<file path="config.mk">
export PLATFORM = sky130hd
export DESIGN_NAME = serial_mag_comp
export DESIGN_NICKNAME = d
export VERILOG_FILES = /design/src/rtl/serial_mag_comp.sv
export SDC_FILE = /design/constraint.sdc
export NUM_CORES = 1
export LEC_CHECK = 0
export BUFFER_PORTS_ARGS = -buffer_cell sky130_fd_sc_hd__buf_2
export CELL_PAD_IN_SITES_DETAIL_PLACEMENT = 0
export CELL_PAD_IN_SITES_GLOBAL_PLACEMENT = 1
export CORE_ASPECT_RATIO = 1.4
export CORE_MARGIN = 1.5
export CORE_UTILIZATION = 30
export CTS_CLUSTER_SIZE = 24
export DETAILED_ROUTE_END_ITERATION = 6
export HOLD_SLACK_MARGIN = 0.02
export PLACE_DENSITY_LB_ADDON = 0.1
export SETUP_SLACK_MARGIN = 0.3
export SLEW_MARGIN = 20
export SYNTH_ARGS = -nofsm -noshare
export SYNTH_HDL_FRONTEND = slang
export SYNTH_SLANG_ARGS = --single-unit
export TNS_END_PERCENT = 5
</file>
<file path="constraint.sdc">
create_clock -name clk -period 3.1 [get_ports clk]
set_clock_uncertainty 0.2 [all_clocks]
set_input_delay 0.155 -clock clk [delete_from_list [all_inputs] [get_ports clk]]
set_output_delay 0.155 -clock clk [all_outputs]
set_load 0.05 [all_outputs]
</file>
<file path="src/rtl/serial_mag_comp.sv">
// ============================================================================
// serial_mag_comp : bit-serial MSB-first magnitude comparator, early exit
// Revision 1.0
// ============================================================================
`default_nettype none

module serial_mag_comp #(
  parameter int WIDTH = 8
) (
  input  logic                       clk,
  input  logic                       reset,
  input  logic                       start,
  input  logic                       signed_mode,
  input  logic [WIDTH-1:0]           x,
  input  logic [WIDTH-1:0]           y,
  output logic                       busy,
  output logic                       done,
  output logic                       gt,
  output logic                       lt,
  output logic                       eq,
  output logic [$clog2(WIDTH+1)-1:0] bits_used
);

  localparam int IW = $clog2(WIDTH);
  localparam int BW = $clog2(WIDTH + 1);

  typedef enum logic [1:0] {
    IDLE = 2'd0,
    RUN  = 2'd1,
    DONE = 2'd2
  } state_t;

  state_t          state_q, state_d;
  logic [WIDTH-1:0] x_q, x_d;
  logic [WIDTH-1:0] y_q, y_d;
  logic            sgn_q, sgn_d;
  logic [IW-1:0]   idx_q, idx_d;
  logic            busy_q, busy_d;
  logic            done_q, done_d;
  logic            gt_q, gt_d;
  logic            lt_q, lt_d;
  logic            eq_q, eq_d;
  logic [BW-1:0]   bits_q, bits_d;

  logic bit_x, bit_y, cmp_x, cmp_y, bit_gt, bit_lt, at_msb;

  always_comb begin
    bit_x  = x_q[idx_q];
    bit_y  = y_q[idx_q];
    at_msb = (idx_q == IW'(WIDTH - 1));
    // Two's-complement sign bit has negative weight, so its ordering flips.
    if (sgn_q && at_msb) begin
      cmp_x = bit_y;
      cmp_y = bit_x;
    end else begin
      cmp_x = bit_x;
      cmp_y = bit_y;
    end
    bit_gt = cmp_x & ~cmp_y;
    bit_lt = ~cmp_x & cmp_y;
  end

  always_comb begin
    state_d = state_q;
    x_d     = x_q;
    y_d     = y_q;
    sgn_d   = sgn_q;
    idx_d   = idx_q;
    busy_d  = busy_q;
    done_d  = 1'b0;
    gt_d    = gt_q;
    lt_d    = lt_q;
    eq_d    = eq_q;
    bits_d  = bits_q;
    case (state_q)
      IDLE: begin
        if (start) begin
          x_d     = x;
          y_d     = y;
          sgn_d   = signed_mode;
          idx_d   = IW'(WIDTH - 1);
          busy_d  = 1'b1;
          gt_d    = 1'b0;
          lt_d    = 1'b0;
          eq_d    = 1'b0;
          bits_d  = '0;
          state_d = RUN;
        end
      end
      RUN: begin
        if (bit_gt || bit_lt || (idx_q == '0)) begin
          gt_d    = bit_gt;
          lt_d    = bit_lt;
          eq_d    = ~(bit_gt | bit_lt);
          done_d  = 1'b1;
          busy_d  = 1'b0;
          bits_d  = BW'(WIDTH) - BW'(idx_q);
          state_d = DONE;
        end else begin
          idx_d = idx_q - 1'b1;
        end
      end
      DONE: begin
        state_d = IDLE;
      end
      default: begin
        state_d = IDLE;
      end
    endcase
  end

  always_ff @(posedge clk) begin
    if (reset) begin
      state_q <= IDLE;
      x_q     <= '0;
      y_q     <= '0;
      sgn_q   <= 1'b0;
      idx_q   <= '0;
      busy_q  <= 1'b0;
      done_q  <= 1'b0;
      gt_q    <= 1'b0;
      lt_q    <= 1'b0;
      eq_q    <= 1'b0;
      bits_q  <= '0;
    end else begin
      state_q <= state_d;
      x_q     <= x_d;
      y_q     <= y_d;
      sgn_q   <= sgn_d;
      idx_q   <= idx_d;
      busy_q  <= busy_d;
      done_q  <= done_d;
      gt_q    <= gt_d;
      lt_q    <= lt_d;
      eq_q    <= eq_d;
      bits_q  <= bits_d;
    end
  end

  assign busy      = busy_q;
  assign done      = done_q;
  assign gt        = gt_q;
  assign lt        = lt_q;
  assign eq        = eq_q;
  assign bits_used = bits_q;

endmodule

`default_nettype wire

</file>
==> out/metrics.yaml <==
synth_cells: 154
cts_buffers: 5
avgRoutedWirePerCell_um: 12.36
final_max_slew_viol_count: 0
grt_overflow: 0
power.total_mw: 1.088
tns_ns: 0
syn_avg_cell_area_um2: 9.425
dp_slack_ns: 0.2673
finalWorstSetupSlack_ns: 0.4542
yosysSeqAreaShare: 0.4276
drt_iter0_drc: 30
grt_max_degree: 32
fp-row-count: 29
grt_pass1_wl_um: 5402
crit_chain: "mux4_1, mux2i_2, mux2i_1, ha_1, and4bb_2, nor2_1, a221oi_2"
synth_xor_area_frac: 0
synth_compound_area_frac: 0.1466
synth_top_family_by_area: "simple AND/OR/NAND/NOR gates"
power.leakage_nw: 0.7782
dp_hpwl_um: 2198
synthAdderAreaFrac: 0.05172
drv_cap: 0
end_kind: "register"
dp.cells: 234
antenna_found_initial: 0
synth_mux_area_frac: 0.1207
slowest_stage: "mux4_1"
first_global_vias: 1197
ant_nets: 0
synthTopCellsByArea: "dfxtp_1, nand2_1, a21oi_1, mux4_1, ha_1"
drive_above_1_share: 0.2347
drc: 0
dr.pass1.iters: 4
arrival_ns: 2.64
yosysWarnings: 0
start_kind: "register"
synth_top_area_share: 0.4276
synth-simple-area-share: 0.1966
dpl-instance-area_um2: 1627
path_max_fanout: 10
num_antenna_cells: 0
cpPeakStageDelay_ns: 0.58
hold_violations: 0
nets: 222
grt_use_total: 0.1401
root_buffer: "clkbuf_8"
h-tree-depth: 2
slew_headroom: 0.4367
rsz0062_at_grt: "false"
clkSlewWorstSetupHoldPaths_ns: 0.07
pin_count: 29
synth_area_um2: 1451
clkSinkCount: 31
cts_tree: "yes"
clk_latency_ns: 0.28
core-area_um2: 4608
powerDensity_nw_per_um2: 571.5
fin_area_um2: 1903
start_util: 0.3150
dieWidth_um: 61.79
worstPathRequired_ns: 3.09
status: "finished clean"
worst_pin_slew_ns: 0.8450
syn_nets: 180
portBuffers: 28
num_vias: 1211
vdd_drop_max_uv: 296.6
gp_congestion: 0.7616
viasPerCell: 4.694
cts_buffer_depth: 2
fin_crit_ns: 2.646
worst_hold_path_type: "input port to register"
clock.fmax_mhz: 378.0
final_cells: 258
criticalPathCategory: "register to register"
die_y_um: 85.30
dieArea_um2: 5270
setup_viol: 0
period_share: 0.8535
area_growth_pct: 31.12
ys_ff_latch: 31
yosysTopAreaCell: "dfxtp_1"
wl_um: 3188
yosysUniqueCellTypes: 28
## placed cells by master (no fill, tap or decap), types with 2 or more instances in the layout
| cell type | count |
|---|---|
| a21oi_1 | 25 |
| inv_1 | 2 |
| ha_1 | 6 |
| nor2_1 | 2 |
| nand4b_1 | 7 |
| nor3_1 | 4 |
| mux4_1 | 4 |
| mux2_2 | 2 |
| buf_4 | 2 |
| nand3_1 | 2 |
| dfxtp_1 | 30 |
| nand2_1 | 34 |
| buf_2 | 28 |
| nand2b_1 | 2 |
| mux2i_1 | 2 |
| dlygate4sd3_1 | 17 |
| clkbuf_8 | 6 |
| o211ai_1 | 7 |
## through the flow
step | hold slack [ns] | util
final | 0.1519 | 0.4130
after global routing | 0.1908 | 0.4130
after CTS | 0.1482 | 0.4092
after detailed placement | 0.2029 | 0.3530
after global placement | 0.1958 | 0.3530
after floorplan | 0.03370 | -
## Yosys cell counts (all sizes together)
cell type   n
mux2        2
ha          6
or3b        1
nand4b      7
bufinv      1
mux4        4
nand2      34
o21ai       1
a221oi      1
o211ai      7
inv         2
clkbuf      7
buf         5
dfxtp      31
a21o        1
nand2b      2
nor3b       1
nor2        2
and4bb      1
nand3       2
mux2i       4
a31oi       1
nor3        4
a211oi      1
a21oi      25
nor2b       1
## routing by layer
layer	wire length, um	up-vias	GRT usage	part of all wire
met5	0	-	0	0
met4	61	0	0.05803	0.019
met3	154	6	0.05183	0.048
met2	1672	35	0.2306	0.52
met1	1299	540	0.1575	0.41
li1	-	630	-	-
## logic make-up after synthesis
family / Yosys count
flops: 31
compound gates: 37
simple gates: 55
fa+ha+maj: 6
buf+inv: 15
mux: 10
## layout make-up
class	instances	area (um2)
clock buffers	6	82.58
fillers	479	2705
inverters	3	25.02
multi-input cells	108	763.2
flip-flops and latches	31	624.3
repair buffers	47	325.3
clock inverters	1	5.005
well taps	62	77.57
## worst max-delay path, delay by kind of cell, from the launching register on
family	cells	cell delay, ns
adders and majority gates	1	0.33
DFF	1	0.41
and+or+nand+nor	2	0.42
muxes	3	0.92
AOI/OAI and AO/OA	1	0.26
## worst paths after layout
path,start,slack [ns],end,cells past startpoint
setup / recovery,idx_q[0]$_SDFFE_PP0P_,0.45,idx_q[1]$_SDFFE_PP0P_,7
setup reg to reg,idx_q[0]$_SDFFE_PP0P_,0.45,idx_q[1]$_SDFFE_PP0P_,7
hold reg to reg,y_q[7]$_SDFFE_PP0P_,0.26,y_q[7]$_SDFFE_PP0P_,2
hold / removal,reset,0.15,state_q[0]$_SDFFE_PP0P_,2
## state kept, by name (all words and copies together) (netlist names)
name / cells
state_q: 2
lt: 1
idx_q: 3
x_q: 8
gt: 1
y_q: 8
busy: 1
bits_used: 4
sgn_q: 1
done: 1
eq: 1
## what timing repair did
item | CTS | global route
hold buffers | 17 | 0
setup buffers | 0 | 0
endpoints found under the hold margin | 17 | 0
resized for setup | 1 | 3
endpoints found under the setup margin | 1 | 11
## report_power, final
| group | switching (mW) | leakage, nW | internal [mW] |
|---|---|---|---|
| combinational | 0.172 | 0.476 | 0.131 |
| sequential | 0.0321 | 0.255 | 0.437 |
| clock | 0.142 | 0.0470 | 0.174 |
| total | 0.347 | 0.778 | 0.741 |
(Power assumes the default switching activity.)
